<file path="config.mk">
export PLATFORM = sky130hd
export DESIGN_NAME = bbox_scan_engine
export DESIGN_NICKNAME = d
export VERILOG_FILES = /design/src/rtl/bbox_scan_engine.sv
export SDC_FILE = /design/constraint.sdc
export NUM_CORES = 1
export LEC_CHECK = 0
export ABC_AREA = 1
export CORE_MARGIN = 10
export CORE_UTILIZATION = 25
export CTS_CLUSTER_DIAMETER = 50
export DETAILED_ROUTE_END_ITERATION = 8
export DONT_BUFFER_PORTS = 1
export GPL_ROUTABILITY_DRIVEN = 0
export PLACE_DENSITY = 0.36
export SYNTH_ARGS = -nofsm -noshare
export SYNTH_HDL_FRONTEND = slang
export SYNTH_SLANG_ARGS = --single-unit
</file>
<file path="constraint.sdc">
create_clock -name clk -period 3.35 [get_ports clk]
set_clock_uncertainty 0.05 [all_clocks]
set_input_delay 0.67 -clock clk [delete_from_list [all_inputs] [get_ports clk]]
set_output_delay 0.67 -clock clk [all_outputs]
set_load 0.02 [all_outputs]
</file>
<file path="src/rtl/bbox_scan_engine.sv">
// Purpose: raster-scans one H_RES x V_RES frame and reports the bounding box of foreground pixels.
// Latency: o_done rises H_RES*V_RES+2 edges after start when en is held high. Each en=0 cycle adds one edge.
// Backpressure: en=0 stalls address issue. abort or rst drops the scan without an o_done pulse.
// Ports: clk/rst (async, active-low); start/abort/en are controls; addr/addr_valid form the read request;
//        pix_in returns one cycle after addr; busy is high while scanning; o_* are the held results,
//        updated on each o_done pulse.
module bbox_scan_engine #(
    parameter int H_RES   = 640,
    parameter int V_RES   = 480,
    parameter int COORD_W = 10,
    parameter int ADDR_W  = 19,
    parameter int PIX_W   = 10,
    parameter int THRESH  = 512,
    parameter int FG_POL  = 1,
    parameter int MIN_W   = 4,
    parameter int MIN_H   = 4
) (
    input  logic               clk,
    input  logic               rst,
    input  logic               start,
    input  logic               abort,
    input  logic               en,
    output logic [ADDR_W-1:0]  addr,
    output logic               addr_valid,
    input  logic [PIX_W-1:0]   pix_in,
    output logic               busy,
    output logic               o_done,
    output logic               o_found,
    output logic [COORD_W-1:0] o_top,
    output logic [COORD_W-1:0] o_bottom,
    output logic [COORD_W-1:0] o_left,
    output logic [COORD_W-1:0] o_right
);
    typedef enum logic [1:0] {IDLE, SCAN, FINISH} state_t;

    localparam logic [COORD_W-1:0] H_LAST = COORD_W'(H_RES - 1);
    localparam logic [COORD_W-1:0] V_LAST = COORD_W'(V_RES - 1);
    localparam logic [PIX_W-1:0]   THR    = PIX_W'(THRESH);
    localparam logic [COORD_W:0]   MIN_WC = (COORD_W+1)'(MIN_W);
    localparam logic [COORD_W:0]   MIN_HC = (COORD_W+1)'(MIN_H);

    state_t             state, state_nx;
    logic [COORD_W-1:0] row, col;
    logic [ADDR_W-1:0]  addr_q;
    logic               p_vld;
    logic [COORD_W-1:0] p_row, p_col;
    logic [COORD_W-1:0] min_row, max_row, min_col, max_col;
    logic               any_fg;

    logic               start_ok, issue, last_pix, is_fg, finalize, found;
    logic [COORD_W:0]   box_w, box_h;

    // A start landing in the o_done cycle is dropped even though the FSM is already back in IDLE.
    assign start_ok = (state == IDLE) && start && !o_done;
    // abort overrides en, so no request leaves the block in the abort cycle.
    assign issue    = (state == SCAN) && en && !abort;
    assign last_pix = (row == V_LAST) && (col == H_LAST);
    assign is_fg    = (FG_POL != 0) ? (pix_in >= THR) : (pix_in < THR);
    // FINISH is left once the last pipelined pixel has been folded into the accumulators.
    assign finalize = (state == FINISH) && !abort && !p_vld;

    assign box_w = {1'b0, max_col} - {1'b0, min_col} + (COORD_W+1)'(1);
    assign box_h = {1'b0, max_row} - {1'b0, min_row} + (COORD_W+1)'(1);
    assign found = any_fg && (box_w >= MIN_WC) && (box_h >= MIN_HC);

    assign addr       = addr_q;
    assign addr_valid = issue;
    assign busy       = (state != IDLE);

    always_ff @(posedge clk or negedge rst) begin
        if (!rst) state <= IDLE;
        else      state <= state_nx;
    end

    always_comb begin
        state_nx = state;
        case (state)
            IDLE:    if (start_ok) state_nx = SCAN;
            SCAN:    if (abort) state_nx = IDLE;
                     else if (issue && last_pix) state_nx = FINISH;
            FINISH:  if (abort || !p_vld) state_nx = IDLE;
            default: state_nx = IDLE;
        endcase
    end

    // Address generation. The counters stop on the final pixel rather than wrapping.
    always_ff @(posedge clk or negedge rst) begin
        if (!rst) begin
            row    <= '0;
            col    <= '0;
            addr_q <= '0;
        end else if (start_ok) begin
            row    <= '0;
            col    <= '0;
            addr_q <= '0;
        end else if (issue && !last_pix) begin
            addr_q <= addr_q + ADDR_W'(1);
            if (col == H_LAST) begin
                col <= '0;
                row <= row + COORD_W'(1);
            end else begin
                col <= col + COORD_W'(1);
            end
        end
    end

    // One-stage tag pipeline that aligns row/col with the returning pixel.
    always_ff @(posedge clk or negedge rst) begin
        if (!rst) begin
            p_vld <= 1'b0;
            p_row <= '0;
            p_col <= '0;
        end else begin
            p_vld <= issue;
            p_row <= row;
            p_col <= col;
        end
    end

    always_ff @(posedge clk or negedge rst) begin
        if (!rst) begin
            min_row <= '0;
            max_row <= '0;
            min_col <= '0;
            max_col <= '0;
            any_fg  <= 1'b0;
        end else if (start_ok) begin
            min_row <= V_LAST;
            max_row <= '0;
            min_col <= H_LAST;
            max_col <= '0;
            any_fg  <= 1'b0;
        end else if (p_vld && is_fg) begin
            if (p_row < min_row) min_row <= p_row;
            if (p_row > max_row) max_row <= p_row;
            if (p_col < min_col) min_col <= p_col;
            if (p_col > max_col) max_col <= p_col;
            any_fg <= 1'b1;
        end
    end

    always_ff @(posedge clk or negedge rst) begin
        if (!rst) begin
            o_done   <= 1'b0;
            o_found  <= 1'b0;
            o_top    <= '0;
            o_bottom <= '0;
            o_left   <= '0;
            o_right  <= '0;
        end else begin
            o_done <= finalize;
            if (finalize) begin
                o_found  <= found;
                o_top    <= found ? min_row : '0;
                o_bottom <= found ? max_row : '0;
                o_left   <= found ? min_col : '0;
                o_right  <= found ? max_col : '0;
            end
        end
    end
endmodule
</file>
Word-level counts from Yosys, hierarchy flattened
Cells that the tools add are included.
{ "op_classes": {"addsub": 7, "order_cmp": 7, "n_eq_ne": 7, "n_mux": 31, "n_reduce_logical": 32} }
{ "ops": {"columns": ["operator", "n"], "rows": [
  ["$mux W10", 22],
  ["$mux W19", 2],
  ["$add A11 B1 Y11 const B", 2],
  ["$ge A11 B3 Y1 const B", 2],
  ["$sub A10 B10 Y11", 2],
  ["$add A10 B1 Y10 const B", 2],
  ["$gt A10 B10 Y1", 2],
  ["$lt A10 B10 Y1", 2],
  ["$add A19 B1 Y19 const B", 1],
  ["$reduce_bool A2 Y1", 8],
  ["$logic_and A1 B1 Y1", 12],
  ["$eq A10 B10 Y1 const B", 1],
  ["$eq A10 B9 Y1 const B", 1],
  ["$ge A10 B10 Y1 const B", 1],
  ["$reduce_and A2 Y1", 5],
  ["$mux W2", 4],
  ["$pmux W2 S3", 1],
  ["$logic_not A1 Y1", 4],
  ["$ne A3 B2 Y1 const B", 1],
  ["$reduce_and A3 Y1", 1],
  ["$eq A2 B1 Y1 const B", 1],
  ["$eq A2 B2 Y1 const B", 1],
  ["$logic_not A2 Y1", 1],
  ["$mux W1", 2],
  ["3 further kinds", 3]
]} }
{ "word_totals": {"ff_bits": 145, "input_bits": 15, "elab_cells": 102} }

Longest topological paths before layout
{ "depth": {"depth_word": 7, "depth_mapped": 18, "depth_no_buf": 17} }

Worst setup path before layout
Ideal clock, no wire load.
{ "synth_path": {"path_type": "register to register", "start": "reg min_col[1]", "end": "reg o_bottom[0]", "arrival_ps": 2301, "t_required_ps": 3182, "slack_ps": 880, "path_stages_with_launch": 15, "synth_period_minus_slack_ps": 2470, "cell_sequence": "dfrtp_1 > ha_1 > inv_1 > ha_1 > inv_1 > fa_1 > a21boi_0 > nand3_1 > nor2_1 > nand2_1 > nor2_1 > nand3_1 > clkbuf_1 > nand4_1 > nand2_1"} }
{ "synth_between": {"elab_chain_cells": 6} }
{ "synth_rtl": {"columns": ["item", "line_no", "text"], "rows": [
  ["from (decl)", "47", "logic [COORD_W-1:0] min_row, max_row, min_col, max_col;"],
  ["from (signal assigned)", "136", "if (p_col < min_col) min_col <= p_col;"],
  ["$sub A10 B10 Y11", "62", "assign box_w = {1'b0, max_col} - {1'b0, min_col} + (COORD_W+1)'(1);"],
  ["$add A11 B1 Y11", "62", null],
  ["$ge A11 B3 Y1", "64", "assign found = any_fg && (box_w >= MIN_WC) && (box_h >= MIN_HC);"],
  ["$logic_and A1 B1 Y1 (2 in a row)", "64", null],
  ["$mux W10", "155", "o_bottom <= found ? max_row : '0;"],
  ["to (signal assigned)", "155", null],
  ["to (decl)", "30", "output logic [COORD_W-1:0] o_bottom,"]
]} }
No other way between the ends.
A chain may end at the register's enable or synchronous reset.

Final worst setup path
{ "layout_path": {"start": "reg max_col[1]", "end": "reg o_top[5]"} }
{ "layout_between": {"elab_chain_cells": 6} }
{ "layout_rtl": {"columns": ["item", "line_no", "text"], "rows": [
  ["from (decl)", "47", null],
  ["from (signal assigned)", "137", "if (p_col > max_col) max_col <= p_col;"],
  ["$sub A10 B10 Y11", "62", null],
  ["$add A11 B1 Y11", "62", null],
  ["$ge A11 B3 Y1", "64", null],
  ["$logic_and A1 B1 Y1 (2 in a row)", "64", null],
  ["$mux W10", "154", "o_top <= found ? min_row : '0;"],
  ["to (signal assigned)", "154", null],
  ["to (decl)", "29", "output logic [COORD_W-1:0] o_top,"]
]} }
No other way between the ends.

==> results.md <==
- Total leakage power: 4.71 nW
- Wire length of the first global-routing pass: 37400 um
- Antenna cells: 0
- Max Root-Sink Buffers: 2
- PortBufs: 0
- HPWL after DPL: 16900 um
- Unrepaired setup endpoints after global routing: false
- R2r endpoint: o_top[5]$_DFFE_PN0P_
- Die Span Y: 202 um
- Slew of the pin with the lowest slew margin: 0.700 ns
- Share of cells above drive strength 1: 0.0519
- Root Driver: clkbuf_16
- Initial antenna violation count: 0
- Clk sink count: 145
- Synth warn: 0
- DRC Markers: 0
- Maxcap violations: 0
- Post-Synthesis Cells: 1033
- R2R Path Start: max_col[1]$_DFFE_PN0P_
- Max reg flops: 19
- Fill count: 3598
- Top cells by area, synth: dfrtp_1 (44%), nand2_1 (13%), ha_1 (12%), inv_1 (5.7%), nand4_1 (4.0%)
- Power per Cell Area: 693 nW/um2
- GR met1 Demand/Resource: 0.158
- Top_reg_cell synth: dfrtp_1
- Vias per inst: 4.47
- Peak supply drop: 0.000367 V
- Layer with the highest usage: met2
- Starting Density: 0.254
- Final hold slack: -0.113 ns
- Routed via count: 6625
- Post-CTS sizing: 0
- Mapped cell area: 8310 um2
- Htree depth: 4
- Clock buffer count from CTS: 17
- Full die area: 40900 um2
- Share of the synthesized area in the top cell type: 0.437
- Asr flop ratio synth: 1.00
- Gr usage total: 0.114
- Post-CTS setup buffer count: 0
- Fin crit share: 0.860
- Synth top cells by count: nand2_1 (281), dfrtp_1 (145), inv_1 (126)
- Setup Crit Path Kind: reg2reg
- CTS tree: built
- Min-delay worst type: in2async
- I/O pin total: 78
- Syn_nets: 1129
- Most instantiated library cell after synthesis: nand2_1
- Overflow left after global routing: 0
- Max frequency: 347 MHz
- DRT Pass-1 Iters: 5
- Status: complete, but fails checks
- M3 GR Usage: 0.0389
- Post-synthesis cell type count: 39
- Yosys reg bits: 145
- Num rows: 66
- Worst-path maximum fanout: 41
- Dpl cells: 1452
- Total Nets Final: 1125
- Worst Setup Start Kind: flop
- DRT iter0 DRCs: 282
- WP data required: 3.66 ns
- Core area: 32700 um2
- Number of global-route vias before repair: 6658
- DR WL/cell: 15.4 um
- Area Growth Syn to Fin: 13.6%
- Arr. time, crit path: 3.19 ns
- Crit path time final: 2.88 ns
- Total wire length: 22900 um
- Yosys top cell by area: dfrtp_1
- Layout Cells excl Fill: 1483
- Failing checks: hold timing
- Die Wd: 202 um
- Final hold vios: 145
- Met2 Resource Use GR: 0.165
- EDFF count, synth: 0
- Slew Limit Fails: 0
- Crit end category: flop
- Relative slew slack: 0.533
- Setup violations, final: 0
- R2R depth: 18
- Clock slew at reported path FFs: 0.06 ns
- Reg-to-reg slack, setup: 0.47 ns
- Largest net degree at the start of global routing: 146
- Post-DRT Antenna Nets: 0
- Final setup TNS: 0 ns
- Clk_lat worst skew: 0.43 ns
- Register area share after synthesis: 0.437
- Finished Core Util: 0.289
- Syn Area/Cell: 8.04 um2
stage by stage:
| step | setup slack (ns) | area, um2 | total power [mW] |
|---|---|---|---|
| 4_1_cts | 0.426 | 9440 | 6.68 |
| 5_1_grt | 0.162 | 9440 | 7.12 |
| 6_report | 0.471 | 9440 | 6.54 |
| 3_5_place_dp | 0.456 | 8800 | 4.56 |
| 3_3_place_gp | 0.476 | 8800 | 4.56 |
| 2_1_floorplan | 0.880 | 8310 | 3.96 |
how the worst max path moves through the flow:
stage	from	endpoint	slack, ns
floorplan	min_col[1]$_DFFE_PN0P_	o_bottom[0]$_DFFE_PN0P_	0.88
CTS	max_col[1]$_DFFE_PN0P_	o_top[5]$_DFFE_PN0P_	0.43
global route	max_col[1]$_DFFE_PN0P_	o_top[5]$_DFFE_PN0P_	0.16
global placement	min_col[1]$_DFFE_PN0P_	o_top[9]$_DFFE_PN0P_	0.48
detailed placement	min_col[1]$_DFFE_PN0P_	o_top[5]$_DFFE_PN0P_	0.46
finish	max_col[1]$_DFFE_PN0P_	o_top[5]$_DFFE_PN0P_	0.47
kinds of logic (layout without fill, tap and decap cells):
group           count (synthesis)  count (layout)  synth area share
flops                         145             145             0.437
simple gates                  503             503             0.264
mux                             1               1           0.00121
compound gates                126             126            0.0825
fa+ha+maj                      81              81             0.124
xor+xnor                       16              16            0.0169
buf+inv                       161             169            0.0752
cells in the final DEF (no fill, tap or decap), types with 4 or more instances in the layout:
cell type	Yosys	final
xnor2_1	4	4
nor4_1	5	5
inv_1	126	126
bufinv_16	0	4
a21oi_1	36	36
nand3_1	60	60
buf_4	0	7
dfrtp_1	145	145
xor2_1	12	12
ha_1	79	79
nand4_1	53	53
o21ai_0	65	65
nor3_1	13	13
nand2_1	281	281
clkbuf_16	0	17
nor2_1	77	76
a21boi_0	4	4
o31ai_1	8	8
critical path: stages (launching register included):
cell	delay (ns)
dfrtp_1	0.42
inv_1	0.13
ha_1	0.24
inv_1	0.05
ha_1	0.15
inv_1	0.05
fa_1	0.39
inv_1	0.09
nand3_1	0.09
nand2_1	0.13
nand2_1	0.08
nand2_1	0.06
nand2_1	0.05
nand2_1	0.05
nor2_1	0.04
nand3_1	0.07
buf_4	0.38
nand4_1	0.19
nand2_1	0.09
layout make-up:
type	count	area [um2]	share of cell area
multi-input combinational	727	4060	0.430
sequential	145	3630	0.384
tap	442	553	0.0586
inverter	130	488	0.0517
clock buffer	19	453	0.0480
clock inverter	12	181	0.0192
timing repair buffer	8	72.6	0.00769
layer usage:
metal / part of all wire / wire, um / up-vias
li1: - / - / 3402
met1: 0.51 / 11600 / 3094
met2: 0.42 / 9580 / 117
met3: 0.064 / 1470 / 12
met4: 0.0079 / 180 / 0
met5: 0 / 0 / -
power by group:
group | leakage, nW | total [mW] | internal (mW) | switching [mW]
sequential | 1.99 | 2.46 | 2.03 | 0.430
combinational | 2.42 | 2.01 | 0.712 | 1.30
clock | 0.310 | 2.07 | 1.29 | 0.781
total | 4.71 | 6.54 | 4.03 | 2.51
No activity file was read; power rests on OpenSTA's default activity.
